### src/rtl/sparse_tok_pkg.sv
// Sparse stream token encoding shared by scanner, reader and joiner units.
`timescale 1ns/1ps
package sparse_tok_pkg;

   localparam int DATA_WIDTH = 17;

   localparam logic [16:0] TOK_STOP0 = 17'h10000;
   localparam logic [16:0] TOK_DONE  = 17'h10100;
   localparam logic [16:0] TOK_EMPTY = 17'h10200;

   typedef enum logic [1:0] {
      COORD,
      STOP,
      DONE
   } tok_kind_e;

   function automatic tok_kind_e tok_kind(input logic [16:0] t);
      if (!t[16])
         return COORD;
      else if (t == TOK_DONE)
         return DONE;
      else
         return STOP;
   endfunction

   function automatic logic [16:0] stop_tok(input logic [7:0] lvl);
      return {1'b1, 8'h00, lvl};
   endfunction

endpackage

### src/rtl/joiner_min_tree.sv
// Minimum over the active coordinate heads plus a mask of heads equal to it.
`timescale 1ns/1ps
module joiner_min_tree #(
   parameter int N = 2,
   parameter int W = 16
) (
   input  logic [N*W-1:0] val,
   input  logic [N-1:0]   act,
   output logic [W-1:0]   min_o,
   output logic [N-1:0]   eq_o
);

   logic [W-1:0] m;

   // Inactive heads behave as +inf and never match.
   always_comb begin
      m = '1;
      for (int i = 0; i < N; i++) begin
         if (act[i] && (val[i*W +: W] < m))
            m = val[i*W +: W];
      end
      eq_o = '0;
      for (int i = 0; i < N; i++) begin
         eq_o[i] = act[i] && (val[i*W +: W] == m);
      end
      min_o = m;
   end

endmodule

### src/rtl/multi_joiner_unit.sv
// N-input intersect/union joiner of sorted coordinate streams with
// aligned position streams and a per-channel one-entry output register.
`timescale 1ns/1ps
module multi_joiner_unit #(
   parameter int NUM_IN     = 2,
   parameter int DATA_WIDTH = sparse_tok_pkg::DATA_WIDTH
) (
   input  logic                         clk,
   input  logic                         rst,
   input  logic                         clk_en,
   input  logic                         flush,
   input  logic                         tile_en,
   input  logic                         joiner_op,
   input  logic [NUM_IN*DATA_WIDTH-1:0] coord_in,
   input  logic [NUM_IN-1:0]            coord_in_valid,
   output logic [NUM_IN-1:0]            coord_in_ready,
   input  logic [NUM_IN*DATA_WIDTH-1:0] pos_in,
   input  logic [NUM_IN-1:0]            pos_in_valid,
   output logic [NUM_IN-1:0]            pos_in_ready,
   output logic [DATA_WIDTH-1:0]        coord_out,
   output logic                         coord_out_valid,
   input  logic                         coord_out_ready,
   output logic [NUM_IN*DATA_WIDTH-1:0] pos_out,
   output logic [NUM_IN-1:0]            pos_out_valid,
   input  logic [NUM_IN-1:0]            pos_out_ready,
   output logic                         done,
   output logic                         error
);
   import sparse_tok_pkg::*;

   localparam int DW = DATA_WIDTH;
   localparam int PW = DATA_WIDTH - 1;

   typedef enum logic [1:0] {
      ST_IDLE,
      ST_RUN,
      ST_DONE
   } state_e;

   state_e                 state_q, state_d;
   logic                   op_q, op_d;
   logic                   err_q, err_d;
   logic [NUM_IN:0]        vld_q, vld_d;
   logic [DW-1:0]          cout_q, cout_d;
   logic [NUM_IN*DW-1:0]   pout_q, pout_d;

   logic [NUM_IN-1:0]      is_coord, is_done, eq, pop;
   logic [NUM_IN*PW-1:0]   pay;
   logic [PW-1:0]          min_c;
   logic [7:0]             max_lvl;
   logic                   lvl_eq;
   logic [NUM_IN:0]        clr, rem;
   logic                   go, op, emit, fin, mism;
   logic [DW-1:0]          ctok;
   logic [NUM_IN*DW-1:0]   ptok;

   always_comb begin
      pay     = '0;
      max_lvl = '0;
      lvl_eq  = 1'b1;
      for (int i = 0; i < NUM_IN; i++) begin
         is_coord[i] = tok_kind(coord_in[i*DW +: DW]) == COORD;
         is_done[i]  = tok_kind(coord_in[i*DW +: DW]) == DONE;
         pay[i*PW +: PW] = coord_in[i*DW +: PW];
         if (coord_in[i*DW +: 8] > max_lvl)
            max_lvl = coord_in[i*DW +: 8];
         if (coord_in[i*DW +: 8] != coord_in[7:0])
            lvl_eq = 1'b0;
      end
   end

   joiner_min_tree #(
      .N (NUM_IN),
      .W (PW)
   ) u_min (
      .val   (pay),
      .act   (is_coord),
      .min_o (min_c),
      .eq_o  (eq)
   );

   always_comb begin
      ctok = cout_q;
      ptok = pout_q;
      pop  = '0;
      emit = 1'b0;
      fin  = 1'b0;
      mism = 1'b0;
      op   = (state_q == ST_IDLE) ? joiner_op : op_q;
      if (|is_coord) begin
         if (op) begin
            emit = 1'b1;
            pop  = eq;
            ctok = {1'b0, min_c};
            for (int i = 0; i < NUM_IN; i++)
               ptok[i*DW +: DW] = eq[i] ? pos_in[i*DW +: DW] : TOK_EMPTY;
         end else if (&eq) begin
            emit = 1'b1;
            pop  = '1;
            ctok = {1'b0, min_c};
            ptok = pos_in;
         end else if (&is_coord) begin
            pop = eq;
         end else begin
            // Intersect cannot match past a stop; drain the coords.
            pop = is_coord;
         end
      end else if (&is_done) begin
         emit = 1'b1;
         pop  = '1;
         fin  = 1'b1;
         ctok = TOK_DONE;
         ptok = {NUM_IN{TOK_DONE}};
      end else begin
         emit = 1'b1;
         pop  = '1;
         mism = ~lvl_eq;
         ctok = stop_tok(max_lvl);
         ptok = {NUM_IN{stop_tok(max_lvl)}};
      end
   end

   always_comb begin
      clr = tile_en ? {coord_out_ready, pos_out_ready} : '0;
      rem = vld_q & ~clr;
      go  = ~rst & clk_en & tile_en & ~flush
          & (&(coord_in_valid & pos_in_valid))
          & (rem == '0) & (state_q != ST_DONE);
      state_d = state_q;
      op_d    = op_q;
      err_d   = err_q | (go & mism);
      vld_d   = rem;
      cout_d  = cout_q;
      pout_d  = pout_q;
      if (go) begin
         if (emit) begin
            vld_d  = '1;
            cout_d = ctok;
            pout_d = ptok;
         end
         if (state_q == ST_IDLE) begin
            state_d = ST_RUN;
            op_d    = joiner_op;
         end
         if (fin)
            state_d = ST_DONE;
      end
      if (flush) begin
         state_d = ST_IDLE;
         op_d    = 1'b0;
         vld_d   = '0;
      end
   end

   always_ff @(posedge clk or posedge rst) begin
      if (rst) begin
         state_q <= ST_IDLE;
         op_q    <= 1'b0;
         err_q   <= 1'b0;
         vld_q   <= '0;
         cout_q  <= '0;
         pout_q  <= '0;
      end else if (clk_en) begin
         state_q <= state_d;
         op_q    <= op_d;
         err_q   <= err_d;
         vld_q   <= vld_d;
         cout_q  <= cout_d;
         pout_q  <= pout_d;
      end
   end

   assign coord_in_ready  = go ? pop : '0;
   assign pos_in_ready    = go ? pop : '0;
   assign coord_out       = cout_q;
   assign pos_out         = pout_q;
   assign coord_out_valid = tile_en & vld_q[NUM_IN];
   assign pos_out_valid   = {NUM_IN{tile_en}} & vld_q[NUM_IN-1:0];
   assign done            = state_q == ST_DONE;
   assign error           = err_q;

endmodule
### config.mk
export PLATFORM = sky130hd
export DESIGN_NAME = multi_joiner_unit
export DESIGN_NICKNAME = d
export VERILOG_FILES = /design/src/rtl/sparse_tok_pkg.sv /design/src/rtl/joiner_min_tree.sv /design/src/rtl/multi_joiner_unit.sv
export SDC_FILE = /design/constraint.sdc
export NUM_CORES = 1
export LEC_CHECK = 0
export CAP_MARGIN = 20
export CORE_AREA = 10 10 102 104
export CTS_CLUSTER_SIZE = 8
export DETAILED_ROUTE_END_ITERATION = 10
export DIE_AREA = 0 0 112 114
export PLACE_DENSITY_LB_ADDON = 0.25
export SETUP_SLACK_MARGIN = 0.02
export SLEW_MARGIN = 10
export SYNTH_ARGS = -nofsm -noshare
export SYNTH_HDL_FRONTEND = slang
export SYNTH_HIERARCHICAL = 1
export SYNTH_SLANG_ARGS = --single-unit
### constraint.sdc
create_clock -name clk -period 15.6 [get_ports clk]
set_input_delay 3.9 -clock clk [delete_from_list [all_inputs] [get_ports clk]]
set_output_delay 3.9 -clock clk [all_outputs]
set_load 0.1 [all_outputs]
After elaboration in Yosys (flattened, before gate mapping)

Cells that the tools add are included.

Register bits after elaboration: 58
Latch bits: 0
Bits in writable memories: 0
Bits in read-only memories: 0
Input port bits: 81
Output and inout bits: 60
Logic and storage cells: 94
Memories kept: 0

$add $sub $neg: 0
Multipliers: 0
Divide/modulo/power cells: 0
Magnitude comparators: 4
Equal/unequal tests: 10
Shift operators: 0
Muxes and demuxes: 41
Bitwise operators: 15
Reductions and logical operators: 18

Operators by type and width:

| operator                                                                        | number |
|---|---|
| 34-bit two-way mux                                                              | 3 |
| 17-bit two-way mux                                                              | 5 |
| 17-bit equality test, second input constant                                     | 2 |
| 16-bit equality test                                                            | 2 |
| 16-bit two-way mux                                                              | 2 |
| 2-bit two-way mux                                                               | 13 |
| 26-bit two-way mux                                                              | 1 |
| 16-bit less-than comparator                                                     | 1 |
| 16-bit less-than comparator, second input constant                              | 1 |
| 8-bit two-way mux                                                               | 2 |
| 3-bit two-way mux                                                               | 4 |
| 1-bit two-way mux                                                               | 10 |
| 2-bit AND reduction                                                             | 5 |
| 9-bit two-way mux                                                               | 1 |
| 1-bit AND                                                                       | 8 |
| 8-bit by 1-bit greater-than comparator with 1-bit output, second input constant | 1 |
| 8-bit greater-than comparator                                                   | 1 |
| 8-bit inequality test                                                           | 1 |
| 2-bit equality test, second input constant                                      | 3 |
| 2-bit zero test                                                                 | 3 |
| 2-bit AND                                                                       | 2 |
| 1-bit logical AND                                                               | 4 |
| 4-bit AND reduction                                                             | 1 |
| 3-bit AND                                                                       | 1 |
| 10 further kinds                                                                | 11 |

Logic depth before layout (Yosys ltp)

Word-level depth: 18
Depth in mapped cells: 19

Cells and area by module

Netlist, hierarchy kept.

By module, submodules not included:

| module            | times used | cells an instance | area an instance (um^2) | sequential area each (um^2) |
|---|---|---|---|---|
| multi_joiner_unit | 1          | 339               | 2996.6                  | 1451.4 |
| joiner_min_tree   | 1          | 148               | 1106.1                  | 0.0 |

Worst setup path after synthesis

Ideal clock, no wire load.

Path type: input port to output port
From: input port coord_in[0]
To: output port pos_in_ready[0]
Data arrival time: 9.254 ns
Required time: 11.700 ns
Path slack: 2.446 ns
Cell stages on the path: 16
Cells stage by stage: buf_4 -> nand4_1 -> o41ai_1 -> nor2_1 -> ha_1 -> and4b_1 -> a211oi_1 -> o211ai_1 -> a211oi_2 -> buf_6 -> buf_6 -> a41o_1 -> nand3b_1 -> a21oi_1 -> a211oi_1 -> buf_4

Longest elaborated chain between the ends: 16

RTL lines:

| item                                                                                | RTL line                | source |
|---|---|---|
| start, declared                                                                     | multi_joiner_unit.sv:14 | `input logic [NUM_IN*DATA_WIDTH-1:0] coord_in,` |
| parallel branches: the longest is 5 deep, another holds 16-bit less-than comparator | n/a                     |  |
| 16-bit two-way mux *                                                                | joiner_min_tree.sv:19   | `if (act[i] && (val[i*W +: W] < m))` |
| 16-bit less-than comparator                                                         | joiner_min_tree.sv:19   |  |
| 1-bit logical AND                                                                   | joiner_min_tree.sv:19   |  |
| 16-bit two-way mux *                                                                | joiner_min_tree.sv:19   |  |
| 16-bit equality test *                                                              | joiner_min_tree.sv:24   | `eq_o[i] = act[i] && (val[i*W +: W] == m);` |
| 1-bit logical AND *                                                                 | joiner_min_tree.sv:24   |  |
| net eq[1]                                                                           | multi_joiner_unit.sv:47 | `logic [NUM_IN-1:0] is_coord, is_done, eq, pop;` |
| 2-bit AND reduction *                                                               | multi_joiner_unit.sv:97 | `end else if (&eq) begin` |
| 2-bit two-way mux *                                                                 | multi_joiner_unit.sv:97 |  |
| 2-bit two-way mux *                                                                 | multi_joiner_unit.sv:91 | `if (op) begin` |
| 2-bit two-way mux *                                                                 | multi_joiner_unit.sv:90 | `if (\|is_coord) begin` |
| 2-bit two-way mux *                                                                 | n/a                     |  |
| end, declared                                                                       | multi_joiner_unit.sv:19 | `output logic [NUM_IN-1:0] pos_in_ready,` |

Mark *: on every way through the listed nets, which the timed path passes.

Worst setup path in the final report

From: input port coord_in[0]
To: output port pos_in_ready[0]

Longest elaborated chain between the ends: 16

RTL lines:

| item                                                                                | RTL line                 | source |
|---|---|---|
| parallel branches: the longest is 5 deep, another holds 16-bit less-than comparator | n/a                      |  |
| 16-bit two-way mux *                                                                | joiner_min_tree.sv:19    |  |
| 16-bit less-than comparator                                                         | joiner_min_tree.sv:19    |  |
| 1-bit logical AND                                                                   | joiner_min_tree.sv:19    |  |
| 16-bit two-way mux *                                                                | joiner_min_tree.sv:19    |  |
| 16-bit equality test *                                                              | joiner_min_tree.sv:24    |  |
| 1-bit logical AND *                                                                 | joiner_min_tree.sv:24    |  |
| net eq[1]                                                                           | multi_joiner_unit.sv:47  |  |
| 2-bit AND reduction *                                                               | multi_joiner_unit.sv:97  |  |
| 2-bit two-way mux *                                                                 | multi_joiner_unit.sv:97  |  |
| 2-bit two-way mux *                                                                 | multi_joiner_unit.sv:91  |  |
| 2-bit two-way mux *                                                                 | multi_joiner_unit.sv:90  |  |
| 2-bit two-way mux *                                                                 | multi_joiner_unit.sv:174 | `assign pos_in_ready = go ? pop : '0;` |

Marks and branches as above.

==> results.yml <==
hold_path:
  hold_path.class: "reg -> reg"
  hold_start: "error"
critical_path:
  cp-start-kind: "primary input"
  cp_max_fo: 12
  crit_start: "coord_in[0]"
  worstSetupPathType: "in -> out"
  cp.required_ns: 11.70
  cp.arrival_ns: 8.78
  reg2reg_from: "state_q[1]"
  end_kind: "output port"
  rrSetupSlack_ns: 13.14
flow_run:
  maxCapViolCount: 0
clock_tree:
  cts_resized: 0
  clock-sinks: 58
  clockRootBuffer: "clkbuf_8"
  hold_buffers: 0
  clk_path_buf_depth: 2
  cts_tree: "yes"
  post-cts-setup-buffer-count: 0
  clock_latency_ns: 0.33
  h-tree-depth: 3
  clkTransAtPathRegs_ns: 0.06
  cts-buffers-inserted: 9
timing:
  rsz0062_at_grt: "no"
  fin_crit_sh_pct: 81.3
  layout_min_cycle_time_ns: 12.68
  finalHoldViolations: 0
  setup_viol: 0
  whs_ns: 0.482
  final.setup.tns_ns: 0
  final_max_slew_viol_count: 0
  finalClockSkew_ns: 0.0133
  fmax_mhz: 78.8
  worst_pin_slew_ns: 1.04
  relSlewSlack_pct: 30.4
global_route:
  grt_use_total_pct: 21.3
  grt_pass1_wl_um: 22400
  overflow: 0
  grt_pass1_vias: 4301
  antenna_found_initial: 0
  grt_max_degree: 105
layout:
  fin_util_pct: 67.9
  area_delta_synth_final_pct: 40.0
  layout_commonest_cell: "clkdlybuf4s50_1"
  antenna_cells: 0
  drive_above_1_share_pct: 5.14
  final_cell_mix: "clkdlybuf4s50_1 (140), nand2_1 (107), dfrtp_1 (58), o21ai_0 (34), inv_1 (31)"
  nets: 722
floorplan:
  core_area_um2: 8470
  die_area_um2: 12800
  start_util_pct: 48.5
  io_pins: 141
  die_h_um: 114
  rows: 34
  die_width_um: 112
power:
  p_per_area_nw_per_um2: 83.5
  p_leak_uw: 0.00259
  peakVddDrop_mv: 0.0471
  power.total_uw: 479
yosys:
  avgSynthCellArea_um2: 8.42
  ys_seq_area_share_pct: 35.4
  synth_ff_type: "dfrtp_1"
  synthCells: 487
  ys_seq_elements: 58
  async_reset_ff_share_pct: 100
  yosysWarnings: 6
  synth_edf_count: 0
  ys_types: 55
  synth_area_um2: 4100
  synth_nets: 591
placement:
  io_buffer_count: 140
  dp.final_hpwl_um: 11100
  gp_congestion: 0.968
drt:
  wl_per_cell_um: 19.3
  drcViolationCount: 0
  vias_per_cell: 5.73
  vias: 4187
  firstDrtPassIters: 5
  ant_nets: 0
  drt_iter0_drc: 299
  wl_um: 14100
status:
  status: "complete, no violations"
flip-flops by register name (all words and copies together) (netlist names):
signal and cells:
coord_out 17, error 1, state_q 2, op_q 1, vld_q 3, pos_out 34
cell families after synthesis:
group / count (synthesis) / share of synthesized area [%]
xor gates and xnor gates: 10 / 2.13
muxes: 26 / 6.40
adders and majority gates: 23 / 7.01
AOI/OAI and AO/OA: 117 / 19.4
and+or+nand+nor: 192 / 22.6
buffers and inverters: 61 / 7.11
DFF: 58 / 35.4
cell usage after synthesis (all sizes together), types with 5 or more instances:
library cell | count | area share, %
mux2i | 24 | 5.9
buf | 20 | 3.4
o221ai | 24 | 5.1
a211oi | 5 | 1.2
o21ai | 39 | 4.8
nor2 | 8 | 0.73
xnor2 | 8 | 1.7
clkbuf | 8 | 0.73
a21oi | 21 | 2.6
nor2b | 28 | 4.3
nand2 | 109 | 10
nor4 | 6 | 0.92
dfrtp | 58 | 35
nand4 | 15 | 2.3
inv | 33 | 3.0
ha | 23 | 7.0
layout make-up:
class	count	area, um^2
repair buffers	148	1460
clock inverters	4	48.8
inverters	33	124
flip-flops and latches	58	1450
clock buffers	12	165
well taps	108	135
multi-input cells	368	2360
fillers	709	2720
final timing paths:
| check | end | cells past startpoint |
|---|---|---|
| max | pos_in_ready[0] | 14 |
| min | error | 2 |
| max reg2reg | pos_out[9] | 6 |
| min reg2reg | error | 2 |
| max in group asynchronous | coord_out[13] | 3 |
| min in group asynchronous | vld_q[1] | 3 |
worst max-delay path: stages:
cell             delay, ns
clkdlybuf4s50_1       0.75
nand4_1               0.15
o41ai_1               0.53
nor2_1                0.15
ha_1                  0.32
and4b_1               0.19
a211oi_1              0.23
o211ai_1              0.21
a211oi_2              0.36
a41o_1                0.22
nand3b_1              0.13
a21oi_1               0.07
a211oi_1              0.37
clkdlybuf4s50_1       1.22
where the power goes:
| part | total, uW | leakage (uW) | switching [uW] | internal, uW |
|---|---|---|---|---|
| Clock | 145 | 0.000112 | 58.7 | 86.6 |
| Sequential | 163 | 0.000795 | 4.26 | 158 |
| Combinational | 171 | 0.00169 | 115 | 55.9 |
| Total | 479 | 0.00259 | 178 | 301 |
per-stage QoR:
stage,instances,setup slack [ns],area (um^2)
floorplan,487,2.45,4100
global placement,712,3.08,5510
detailed placement,713,2.98,5510
CTS,729,2.97,5730
global route,731,2.69,5740
finish,731,2.92,5740
metal layers:
metal,wire [um],vias to the layer above,global-route usage [%]
met5,0,-,0
met4,304,0,6.94
met3,1060,26,6.19
met2,6900,175,36.2
met1,5870,1983,25.4
li1,-,2003,-
No activity file was read; power rests on OpenSTA's default activity.
